## config.mk

```make
export PLATFORM = sky130hd
export DESIGN_NAME = word_unpacker
export DESIGN_NICKNAME = d
export VERILOG_FILES = /design/src/rtl/word_unpacker.sv
export SDC_FILE = /design/constraint.sdc
export NUM_CORES = 1
export LEC_CHECK = 0
export BUFFER_PORTS_ARGS = -buffer_cell sky130_fd_sc_hd__buf_2
export CELL_PAD_IN_SITES_DETAIL_PLACEMENT = 0
export CELL_PAD_IN_SITES_GLOBAL_PLACEMENT = 1
export CORE_ASPECT_RATIO = 1.75
export CORE_MARGIN = 1.5
export CORE_UTILIZATION = 25
export CTS_BUF_LIST = sky130_fd_sc_hd__clkbuf_8 sky130_fd_sc_hd__clkbuf_16
export DETAILED_ROUTE_END_ITERATION = 12
export GPL_TIMING_DRIVEN = 0
export PLACE_DENSITY_LB_ADDON = 0.1
export SETUP_SLACK_MARGIN = 0.05
export SYNTH_ARGS = -nofsm -noshare
export SYNTH_HDL_FRONTEND = slang
export SYNTH_SLANG_ARGS = --single-unit
```

## constraint.sdc

```tcl
create_clock -name clk -period 1.3 [get_ports clk]
set_clock_uncertainty 0.05 [all_clocks]
set_input_delay 0.13 -clock clk [delete_from_list [all_inputs] [get_ports clk]]
set_output_delay 0.13 -clock clk [all_outputs]
set_load 0.005 [all_outputs]
```

## src/rtl/word_unpacker.sv

```systemverilog
// -----------------------------------------------------------------------------
// word_unpacker
//
// Width down-converter. Each IN_WIDTH word accepted on the input handshake is
// replayed as RATIO consecutive OUT_WIDTH beats, most-significant slice first.
// This is the read-side inverse of the packing registers, for example one
// 32-bit word split back into two 16-bit halves.
//
// Handshake rule used on both sides: a transfer happens on a rising clk edge
// where valid & ready are both high. A producer that raises valid keeps its
// data stable until that edge. out_valid never depends combinationally on
// out_ready. in_ready does depend combinationally on out_ready, so a new word
// can be taken in the same cycle the last beat of the old one leaves.
//
// Ports:
//   clk        rising-edge clock
//   rst        synchronous reset, active-high
//   in_data    packed word; beat 0 = in_data[IN_WIDTH-1 -: OUT_WIDTH]
//   in_valid   in_data valid
//   in_ready   word accepted on an edge where in_valid & in_ready
//   out_data   current beat
//   out_valid  out_data valid
//   out_ready  beat accepted on an edge where out_valid & out_ready
//   out_last   high with the final beat (beat RATIO-1) of a word
//   beat_idx   index of the current beat, 0..RATIO-1
// -----------------------------------------------------------------------------
module word_unpacker #(
  parameter int OUT_WIDTH = 16,
  parameter int RATIO     = 2,
  parameter int IN_WIDTH  = OUT_WIDTH * RATIO
) (
  input  logic                       clk,
  input  logic                       rst,
  input  logic [IN_WIDTH-1:0]        in_data,
  input  logic                       in_valid,
  output logic                       in_ready,
  output logic [OUT_WIDTH-1:0]       out_data,
  output logic                       out_valid,
  input  logic                       out_ready,
  output logic                       out_last,
  output logic [$clog2(RATIO)-1:0]   beat_idx
);

  localparam int IDX_W = $clog2(RATIO);
  localparam logic [IDX_W-1:0] LAST_IDX = IDX_W'(RATIO - 1);

  generate
    if (RATIO < 2) begin : g_bad_ratio
      $error("word_unpacker: RATIO must be at least 2");
    end
    if (IN_WIDTH != OUT_WIDTH * RATIO) begin : g_bad_in_width
      $error("word_unpacker: IN_WIDTH must equal OUT_WIDTH*RATIO");
    end
  endgenerate

  typedef enum logic {
    IDLE = 1'b0,
    SEND = 1'b1
  } state_t;

  state_t               state_q, state_d;
  logic [IN_WIDTH-1:0]  word_q,  word_d;
  logic [IDX_W-1:0]     beat_q,  beat_d;
  logic                 is_last;

  // State register. Reset wins over any handshake on the same edge, so a
  // partially emitted word is simply dropped.
  always_ff @(posedge clk) begin
    if (rst) begin
      state_q <= IDLE;
      word_q  <= '0;
      beat_q  <= '0;
    end else begin
      state_q <= state_d;
      word_q  <= word_d;
      beat_q  <= beat_d;
    end
  end

  // Next-state logic and handshake outputs.
  always_comb begin
    state_d   = state_q;
    word_d    = word_q;
    beat_d    = beat_q;
    is_last   = (beat_q == LAST_IDX);
    out_valid = (state_q == SEND);
    out_last  = (state_q == SEND) && is_last;
    // Ready in IDLE, or while the final beat is leaving this very cycle.
    in_ready  = (state_q == IDLE) || ((state_q == SEND) && is_last && out_ready);

    case (state_q)
      IDLE: begin
        if (in_valid) begin
          word_d  = in_data;
          beat_d  = '0;
          state_d = SEND;
        end
      end
      SEND: begin
        if (out_ready) begin
          if (is_last) begin
            if (in_valid) begin
              // Back-to-back word: restart at beat 0 with no idle cycle.
              word_d = in_data;
              beat_d = '0;
            end else begin
              beat_d  = '0;
              state_d = IDLE;
            end
          end else begin
            beat_d = beat_q + IDX_W'(1);
          end
        end
      end
      default: begin
        state_d = IDLE;
        beat_d  = '0;
      end
    endcase
  end

  // Beat selection: slice beat_q counted down from the top of the word.
  // Beat indices never exceed RATIO-1, so the default only matters in reset.
  always_comb begin
    out_data = '0;
    for (int i = 0; i < RATIO; i++) begin
      if (beat_q == IDX_W'(i)) begin
        out_data = word_q[IN_WIDTH-1-i*OUT_WIDTH -: OUT_WIDTH];
      end
    end
  end

  assign beat_idx = beat_q;

endmodule

```

==> results of run 1 <==
==> synthesized netlist by cell type <==
| master | instances |
|---|---|
| buf_2 | 1 |
| nand2b_1 | 64 |
| dfxtp_1 | 34 |
| nand2_1 | 1 |
| buf_12 | 3 |
| a21boi_4 | 1 |
| buf_6 | 1 |
| nand3b_1 | 1 |
| mux2i_1 | 33 |
| and2_2 | 1 |
| inv_1 | 1 |
| nor2_1 | 2 |
| mux2_2 | 16 |
| buf_4 | 1 |
| clkbuf_1 | 7 |
| a21oi_1 | 1 |
| nor2b_2 | 1 |
==> through the flow <==
step,util,setup TNS (ns),hold slack (ns),setup slack (ns)
6_report,0.376,-5.77,0.0510,-0.190
5_1_grt,0.376,-7.73,0.0727,-0.226
4_1_cts,0.374,-4.17,0.0501,-0.205
3_5_place_dp,0.313,-1.65,0.333,-0.214
3_3_place_gp,0.313,-2.29,0.335,-0.210
2_1_floorplan,-,0,0.201,0.0678
==> layer usage <==
layer / vias to the layer above / global-route usage / routed length, um
li1: 706 / - / -
met1: 633 / 0.152 / 1880
met2: 32 / 0.246 / 2610
met3: 4 / 0.0265 / 181
met4: 0 / 0.0449 / 55
met5: - / 0 / 0
==> worst max path at each step <==
stage	to	slack, ns	cells past startpoint
after floorplan	out_data[0]	0.07	3
after global placement	out_data[7]	-0.21	4
after detailed placement	out_data[7]	-0.21	4
after CTS	out_data[7]	-0.20	4
after global routing	out_data[7]	-0.23	4
final	out_data[0]	-0.19	4
==> area by class of cell <==
| type | count | area share |
|---|---|---|
| inverters | 1 | 0.00146 |
| repair buffers | 68 | 0.197 |
| plain buffers | 13 | 0.0534 |
| flip-flops and latches | 34 | 0.266 |
| well taps | 84 | 0.0408 |
| multi-input cells | 121 | 0.390 |
| clock inverters | 2 | 0.00291 |
| clock buffers | 5 | 0.0486 |
==> cells by family after synthesis <==
family                 after synthesis
AO/OA/AOI/OAI                        2
multiplexers                        49
flip-flops                          34
buffers and inverters               14
AND/OR/NAND/NOR                     70
==> repair_timing <==
action                                  CTS  global route
hold buffers                              0             0
gates cloned                              3             0
endpoints found under the setup margin   34            50
gates resized for setup                  28             6
setup buffers                             9             4
==> sequential cells by signal, summed over array words and instances, names as in the netlist <==
signal	cells
out_valid	1
beat_idx	1
word_q	32
==> power by group <==
| group | internal [uW] | total, uW | switching, uW |
|---|---|---|---|
| registers | 1110 | 1150 | 36.5 |
| clock network | 684 | 1100 | 414 |
| logic | 346 | 555 | 209 |
==> worst register-to-register path: stages (launching register included) <==
cell and delay [ns]:
dfxtp_4 0.35, buf_4 0.13, buf_6 0.11, a21boi_4 0.14, nor2b_2 0.06, buf_6 0.15, buf_12 0.14, buf_12 0.13
mux2i_1 0.11
==> out/results.txt, run 1 <==
Worst-Margin Slew = 0.471 ns
Flop2flop setup slack = -0.18 ns
Reg2Reg Depth = 8
Slowest-stage cell, CP = dfxtp_4
Setup WS post-layout = -0.190 ns
Critical Path RT = 1.12 ns
Max VDD drop = 0.667 mV
Failing checks = setup timing
Critical Path Most Common Cell = buf_12
Synth Area in Compound Gates = 0.0135
Yosys top cell by area = dfxtp_1
Synth Area in Simple Gates = 0.247
Leakage = 0.00114 uW
Crit path largest cell delay = 0.35 ns
Via/cell ratio = 4.19
Io pins = 56
Layout Cell Area excl Fill = 0.00258 mm^2
Hold_sp = in_valid
Rows = 40
Max Slew Vio Count = 0
Vias in the first global route = 1,473
Root buf cell = clkbuf_16
Port bufs = 54
Initial antenna violation count = 0
CTS tree = done
Mux contribution to synthesized area = 0.289
Most common cell after layout, fill and taps aside = nand2b_1
Seq/Total Area, Yosys = 0.386
Ys Warns = 0
Crit path cell chain = buf_12, buf_12, mux2_4, buf_6
Die Span Y = 114 um
PwrDens = 1090 mW/mm^2
Largest net degree at the start of global routing = 11
Rel. slew slack = 0.686
Max clock buf depth = 2
First-pass GRT wire length = 7470 um
Die width = 66.5 um
Die Area = 0.00759 mm^2
Final period util = 1.15
Synth Area in Adders = 0
Layout cells sized above 1 = 0.410
Fin nets = 280
Hold Crit Class = in -> reg
Post-synthesis xor/xnor area fraction = 0
Hold Path End = out_valid
H-tree level count = 2
Per-cell routed wire length = 14.4 um
Inserted Diodes = 0
Synth Instances = 169
Synthesized Nets = 205
Total power = 2800 uW
Post-Route WL = 4730 um
Placed instance area = 0.00215 mm^2
Setup crit start = beat_idx
RSZ-0062 raised after global routing = true
Count of different cell masters after synthesis = 17
Cell depth of the worst hold path = 3
Ranking of synthesized cells by area = dfxtp_1 (39%), nand2b_1 (23%), mux2i_1 (19%), mux2_2 (10%), buf_12 (3.4%)
Starting Density = 0.257
Share of the synthesized area in the top cell type = 0.386
Tot GR Track Use = 0.135
Multi-input gate area = 0.00100 mm^2
Core Area = 0.00686 mm^2
Num CTS Buffers = 5
Crit path kind = reg -> out
Endpoint type of the worst setup path = primary output
Critical register-to-register path endpoint = word_q[9]
Final hold violation count = 0
First drt pass iteration count = 4
Largest family of logic cells by synthesized area = multiplexers
Non-Filler Instances = 328
RePlAce Congestion = 0.662
P&R area growth vs syn = 46.0%
WP buf/inv = 3
Max-cap violations = 0
Dpl cells = 307
Clock period minus final worst setup slack = 1.49 ns
Fillcell total = 703
CP max FO = 8
Routed Antenna Nets = 0
Worst skew pair latency = 0.27 ns
CP Launch Type = flip-flop
DRT iter0 DRCs = 28
Average size of a mapped cell = 10.4 um^2
Critical Path AT = 1.31 ns
Vias = 1,375
CTS sink cnt = 34
CP top delay family = buffers and inverters
DRC = 0
Cell area after synthesis = 0.00176 mm^2
Detail Placement HPWL = 3220 um
Most frequent cells in the layout = nand2b_1 (64), buf_2 (45), mux2i_1 (33), dfxtp_1 (32), buf_6 (15)
GR Overflow Total = 0
Reg area = 686 um^2
R2R Path Start = beat_idx
Fmax = 671 MHz
Setup Viol. Count Final = 50
Seq cells post-synth = 34
Status = complete, but fails checks
Reg clk slew, reported paths = 0.05 ns
Note: power is estimated with default switching activity, not from simulation.
==> inputs of run 2 (changes only) <==
--- a/config.mk
+++ b/config.mk
@@ -15,6 +15,7 @@
 export DETAILED_ROUTE_END_ITERATION = 12
 export GPL_TIMING_DRIVEN = 0
 export PLACE_DENSITY_LB_ADDON = 0.1
+export REMOVE_ABC_BUFFERS = 1
 export SETUP_SLACK_MARGIN = 0.05
 export SYNTH_ARGS = -nofsm -noshare
 export SYNTH_HDL_FRONTEND = slang
==> run 2 against run 1 <==
Effect of this change:
- the run still ends with setup timing left
- critical path type unchanged
- final cell count down 5.2%
- worst setup slack better by 0.049 ns
- highest routed layer unchanged
- power down 4.6%
- sequential power about the same
- largest cell class unchanged
- largest power group unchanged
- flip-flop and latch count unchanged
- critical endpoint is now out_data[14]
- global-route usage down 1.4 points
==> out/results.txt, run 2 (synthesis gave the netlist of run 1 again) <==
Most frequent cells in the layout = nand2b_1 (64), buf_2 (54), mux2i_1 (33), dfxtp_1 (33), mux2_2 (15) (was nand2b_1 (64), buf_2 (45), mux2i_1 (33), dfxtp_1 (32), buf_6 (15))
Final hold violation count = 0 (unchanged)
CP Launch Type = flip-flop (unchanged)
Setup Viol. Count Final = 39 (was 50)
Num CTS Buffers = 5 (unchanged)
Crit path kind = reg -> out (unchanged)
PwrDens = 1140 mW/mm^2 (was 1090 mW/mm^2)
Top reg by flops = word_q (unchanged)
Multi-input gate area = 978 um^2 (was 0.00100 mm^2)
Flop pwr share = 0.430 (was 0.410)
Min Hold Slack = 0.0647 ns (was 0.0510 ns)
Most common cell after layout, fill and taps aside = nand2b_1 (unchanged)
Layout cells sized above 1 = 0.392 (was 0.410)
Non-Filler Instances = 311 (was 328)
Die width = 66.5 um (unchanged)
Dpl cells = 296 (was 307)
Largest register FFs = 32 (unchanged)
Hold Crit Class = in -> reg (unchanged)
Max VDD drop = 0.469 mV (was 0.667 mV)
DRC = 0 (unchanged)
Metal-1 WL = 1640 um (was 1880 um)
Endpoint type of the worst setup path = primary output (unchanged)
Max-cap violations = 0 (unchanged)
Crit path largest cell delay = 0.37 ns (was 0.35 ns)
Rows = 40 (unchanged)
Switching part of the total = 0.227 (was 0.235)
Tot GR Track Use = 0.120 (was 0.135)
Final period util = 1.11 (was 1.15)
Detail Route met3 WL = 159 um (was 181 um)
Worst skew pair latency = 0.27 ns (about the same)
Reg clk slew, reported paths = 0.05 ns (about the same)
Starting Density = 0.257 (unchanged)
Fmax = 694 MHz (was 671 MHz)
P&R area growth vs syn = 33.1% (was 46.0%)
Place WS = -1.06 ns (was -0.214 ns)
Post-layout util = 0.343 (was 0.376)
Core Area = 0.00686 mm^2 (unchanged)
Worst-Margin Slew = 0.781 ns (was 0.471 ns)
Leakage = 0.00105 uW (was 0.00114 uW)
Comb pwr share = 0.168 (was 0.198)
Initial antenna violation count = 0 (unchanged)
CTS tree = done (unchanged)
Rel. slew slack = 0.480 (was 0.686)
Vias in the first global route = 1,451 (was 1,473)
Largest net degree at the start of global routing = 67 (was 11)
Slowest-stage cell, CP = dfxtp_4 (unchanged)
Internal power = 2070 uW (was 2140 uW)
Fin nets = 263 (was 280)
Via/cell ratio = 4.27 (was 4.19)
Inserted Diodes = 0 (unchanged)
Max Slew Vio Count = 0 (unchanged)
H-tree level count = 2 (unchanged)
RSZ-0062 raised after global routing = true (unchanged)
Per-cell routed wire length = 13.3 um (was 14.4 um)
RePlAce Congestion = 0.647 (was 0.662)
Fillcell total = 708 (was 703)
Die Area = 0.00759 mm^2 (unchanged)
Failing checks = setup timing (unchanged)
Root buf cell = clkbuf_16 (unchanged)
Max clock buf depth = 2 (unchanged)
First drt pass iteration count = 4 (unchanged)
Routed Antenna Nets = 0 (unchanged)
Top sig layer = met4 (unchanged)
Detail Placement HPWL = 2610 um (was 3220 um)
CTS sink cnt = 34 (unchanged)
Die Span Y = 114 um (unchanged)
DRT iter0 DRCs = 38 (was 28)
Setup WS post-layout = -0.141 ns (was -0.190 ns)
Net Sw Power = 608 uW (was 660 uW)
Critical Path AT = 1.26 ns (was 1.31 ns)
Port bufs = 55 (was 54)
First-pass GRT wire length = 6910 um (was 7470 um)
Flop2flop setup slack = -0.04 ns (was -0.18 ns)
Status = complete, but fails checks (unchanged)
Critical Path RT = 1.12 ns (about the same)
Clock period minus final worst setup slack = 1.44 ns (was 1.49 ns)
Clk pwr share = 0.401 (was 0.392)
Post-Route WL = 4120 um (was 4730 um)
Met2 WL = 2250 um (was 2610 um)
CP max FO = 11 (was 8)
Reg area = 684 um^2 (was 686 um^2)
Io pins = 56 (unchanged)
Vias = 1,329 (was 1,375)
Crit path cell chain = buf_12, mux2_2, buf_2 (was buf_12, buf_12, mux2_4, buf_6)
GR Overflow Total = 0 (unchanged)
-- run 2: path summary, 6_finish.rpt --
| path | start | endpoint | cells after the start |
|---|---|---|---|
| worst min-delay path | in_data[27] | word_q[27] | 3 |
| worst min register to register | word_q[9] | word_q[9] | 2 |
| worst max register to register | beat_idx | word_q[26] | 6 |
| worst max-delay path | beat_idx | out_data[14] | 3 |
-- run 2: area by class of cell --
class,instances,share of cell area
Multi-Input combinational cell,121,0.417
Sequential cell,34,0.291
Timing Repair Buffer,64,0.189
Clock buffer,5,0.0533
Tap cell,84,0.0448
Clock inverter,2,0.00320
Inverter,1,0.00160
-- run 2: power groups by stage --
stage	Clock, uW	Combinational, uW	Sequential [uW]
floorplan	0	218	1170
global placement	0	352	1180
detailed placement	0	373	1180
CTS	1120	441	1150
global route	1160	494	1160
finish	1070	450	1150
-- run 2: stage by stage --
step,total power [uW],setup TNS [ns],instance area [um^2]
2_1_floorplan,1390,-38.22,1650
4_1_cts,2710,-2.79,2300
3_3_place_gp,1530,-72.46,2030
3_5_place_dp,1560,-38.96,2060
5_1_grt,2820,-5.11,2350
6_report,2670,-2.38,2350
-- run 2: routing by layer --
layer | GRT usage | vias to the layer above
met4 | 0.0449 | 0
met5 | 0 | -
met3 | 0.0256 | 5
met1 | 0.134 | 620
met2 | 0.218 | 32
li1 | - | 672
-- run 2: timing repair --
action,CTS,global route
setup endpoints to repair,53,50
hold endpoints to repair,0,0
hold buffers,0,0
gates cloned,1,1
buffers inserted,6,0
resized for setup,5,4
-- run 2: critical path, delay by kind of cell, from the launching register on --
kind     cells  cell delay (ns)
mux          1             0.34
flops        1             0.37
buf+inv      2             0.28
==> inputs of run 3 (changes only) <==
--- a/config.mk
+++ b/config.mk
@@ -5,6 +5,7 @@
 export SDC_FILE = /design/constraint.sdc
 export NUM_CORES = 1
 export LEC_CHECK = 0
+export ABC_AREA = 1
 export BUFFER_PORTS_ARGS = -buffer_cell sky130_fd_sc_hd__buf_2
 export CELL_PAD_IN_SITES_DETAIL_PLACEMENT = 0
 export CELL_PAD_IN_SITES_GLOBAL_PLACEMENT = 1
==> run 3 against run 2 <==
Effect of this change:
- the flow still finishes with violations (setup timing)
- via count is 48% higher
- worst setup slack gained 0.14 ns
- global-route usage is 2.7 points higher
- combinational power grew 57%
- clock-buffer cell count is 1 higher
- sequential power barely moved
- final area increased by 12%
- critical endpoint is now in_ready
- highest routed layer unchanged
==> out/results.txt, run 3 <==
Status = complete, but fails checks (unchanged)
Failing checks = setup timing (unchanged)
Final hold violation count = 0 (unchanged)
Seq cells post-synth = 34 (unchanged)
Post-Route WL = 5880 um (was 4120 um)
Starting Density = 0.257 (about the same)
Placed instance area = 0.00222 mm^2 (was 0.00206 mm^2)
Port bufs = 55 (unchanged)
Top reg by flops = word_q (unchanged)
Layout Cell Area excl Fill = 0.00264 mm^2 (was 0.00235 mm^2)
Fillcell total = 865 (was 708)
Per-cell routed wire length = 12.5 um (was 13.3 um)
Final period util = 1.00 (was 1.11)
Endpoint type of the worst setup path = primary output (unchanged)
RSZ-0062 raised after global routing = true (unchanged)
Die Area = 0.00828 mm^2 (was 0.00759 mm^2)
H-tree level count = 2 (unchanged)
Max-cap violations = 0 (unchanged)
Critical Path AT = 1.12 ns (was 1.26 ns)
Worst-Margin Slew = 0.638 ns (was 0.781 ns)
Max VDD drop = 0.561 mV (was 0.469 mV)
Rel. slew slack = 0.574 (was 0.480)
Ranking of synthesized cells by area = dfxtp_1 (35%), nand2_1 (16%), inv_1 (15%), nand4_1 (10%), nor2_1 (6.2%) (was dfxtp_1 (39%), nand2b_1 (23%), mux2i_1 (19%), mux2_2 (10%), buf_12 (3.4%))
Largest net degree at the start of global routing = 37 (was 67)
CTS tree = done (unchanged)
Vias = 1,961 (was 1,329)
DRC = 0 (unchanged)
Io pins = 56 (unchanged)
Yosys top cell by area = dfxtp_1 (unchanged)
Share of the synthesized area in the top cell type = 0.353 (was 0.386)
Fin nets = 419 (was 263)
Worst skew pair latency = 0.28 ns (was 0.27 ns)
EDFF count, synth = 0 (unchanged)
Via/cell ratio = 4.17 (was 4.27)
Reg clk slew, reported paths = 0.05 ns (about the same)
Core Area = 0.00751 mm^2 (was 0.00686 mm^2)
Average size of a mapped cell = 5.92 um^2 (was 10.4 um^2)
Die Span Y = 119 um (was 114 um)
CP max FO = 7 (was 11)
Clock period minus final worst setup slack = 1.30 ns (was 1.44 ns)
Top-count cell post-synth = nand2_1 (was nand2b_1)
Rows = 42 (was 40)
PwrDens = 1160 mW/mm^2 (was 1140 mW/mm^2)
Fmax = 768 MHz (was 694 MHz)
Max Slew Vio Count = 0 (unchanged)
First drt pass iteration count = 4 (unchanged)
Commonest cells in the netlist = nand2_1 (83), inv_1 (77), dfxtp_1 (34) (was nand2b_1 (64), dfxtp_1 (34), mux2i_1 (33))
Max clock buf depth = 2 (unchanged)
Largest register FFs = 32 (unchanged)
Count of different cell masters after synthesis = 17 (unchanged)
CTS sink cnt = 34 (unchanged)
CP Launch Type = flip-flop (unchanged)
Die width = 69.4 um (was 66.5 um)
Setup WS post-layout = -0.00177 ns (was -0.141 ns)
GR Overflow Total = 0 (unchanged)
Vias in the first global route = 1,900 (was 1,451)
Tot GR Track Use = 0.148 (was 0.120)
FFs w/ async S/R, synth = 0 (unchanged)
Num CTS Buffers = 5 (unchanged)
Dominant synthesized flop cell = dfxtp_1 (unchanged)
Detail Placement HPWL = 2930 um (was 2610 um)
Crit path kind = reg -> out (unchanged)
Routed Antenna Nets = 0 (unchanged)
Layout cells sized above 1 = 0.317 (was 0.392)
Post-route setup TNS = -0.00177 ns (was -2.38 ns)
Cell area after synthesis = 0.00193 mm^2 (was 0.00176 mm^2)
Hold Crit Class = in -> reg (unchanged)
Setup Viol. Count Final = 1 (was 39)
Most frequent cells in the layout = inv_1 (76), nand2_1 (74), buf_2 (54) (was nand2b_1 (64), buf_2 (54), mux2i_1 (33), dfxtp_1 (33), mux2_2 (15))
Leakage = 0.00150 uW (was 0.00105 uW)
Ys Warns = 0 (unchanged)
Seq/Total Area, Yosys = 0.353 (was 0.386)
First-pass GRT wire length = 9380 um (was 6910 um)
Root buf cell = clkbuf_16 (unchanged)
P&R area growth vs syn = 36.7% (was 33.1%)
Most common cell after layout, fill and taps aside = inv_1 (was nand2b_1)
Critical Path RT = 1.12 ns (about the same)
Initial antenna violation count = 0 (unchanged)
Inserted Diodes = 0 (unchanged)
RePlAce Congestion = 0.659 (was 0.647)
Synth Instances = 326 (was 169)
Post-layout util = 0.351 (was 0.343)
DRT iter0 DRCs = 75 (was 38)
==> run 3: changes by cell type in the layout (fill, tap and decap cells not counted), moves of 6 or more <==
cell | before | now
inv_2 | 0 | 24
o21ai_1 | 0 | 8
mux2i_1 | 33 | 0
inv_1 | 3 | 76
nand2b_1 | 64 | 0
nand4_1 | 0 | 32
nand2_1 | 1 | 74
o21ai_2 | 0 | 6
nand2_2 | 0 | 9
mux2_2 | 15 | 0
nor2_1 | 2 | 32
==> run 3: cell type report <==
| type | instances | area (um^2) | share of cell area |
|---|---|---|---|
| Multi-Input combinational cell | 175 | 927 | 0.351 |
| Sequential cell | 34 | 688 | 0.261 |
| Inverter | 102 | 389 | 0.147 |
| Timing Repair Buffer | 65 | 387 | 0.146 |
| Clock buffer | 6 | 139 | 0.0526 |
| Tap cell | 88 | 110 | 0.0417 |
==> run 3: metal layers <==
metal  track usage  wire length (um)  vias up
met5             0                 0        -
met4        0.0551               101        0
met3        0.0321               210        6
met2         0.262              2970       35
met1         0.171              2590      848
li1              -                 -     1072
==> run 3: worst paths after layout <==
kind | slack (ns) | cells after the start | to | startpoint
hold reg to reg | 0.46 | 4 | word_q[0] | word_q[0]
hold / removal | 0.08 | 3 | beat_idx | out_ready
setup reg to reg | 0.13 | 6 | word_q[9] | beat_idx
setup / recovery | -0.002 | 5 | in_ready | beat_idx
==> run 3: critical path, stage by stage, from the launching register on <==
cell and delay, ns:
dfxtp_4 0.37, inv_4 0.12, nand2_8 0.10, nand2_1 0.09, inv_1 0.04, buf_2 0.11
==> run 3: through the flow <==
stage	setup slack [ns]	total power (uW)	hold slack [ns]	instances
6_report	-0.00177	3050	0.0774	470
3_3_place_gp	-1.36	1780	0.258	449
5_1_grt	-0.0634	3260	0.0820	470
4_1_cts	-0.00426	3080	0.0676	468
3_5_place_dp	-1.36	1780	0.258	449
2_1_floorplan	-0.490	1560	0.149	306
==> run 3: cells by family after synthesis <==
| logic type | Yosys count | synth area share |
|---|---|---|
| DFF | 34 | 0.353 |
| AOI/OAI and AO/OA | 19 | 0.0493 |
| buffers and inverters | 122 | 0.250 |
| and+or+nand+nor | 151 | 0.348 |
==> run 3: timing repair <==
action                                 4_1_cts  5_1_grt
gates resized for setup                     40       11
setup buffers                                9        0
endpoints found under the hold margin        1        0
setup endpoints to repair                   53       52
pin swaps                                    6        2
gates cloned                                 3        2
hold buffers                                 1        0
==> run 3: where the power goes <==
| part | internal, uW | switching (uW) |
|---|---|---|
| logic | 281 | 425 |
| registers | 1140 | 46.9 |
| clock network | 740 | 421 |
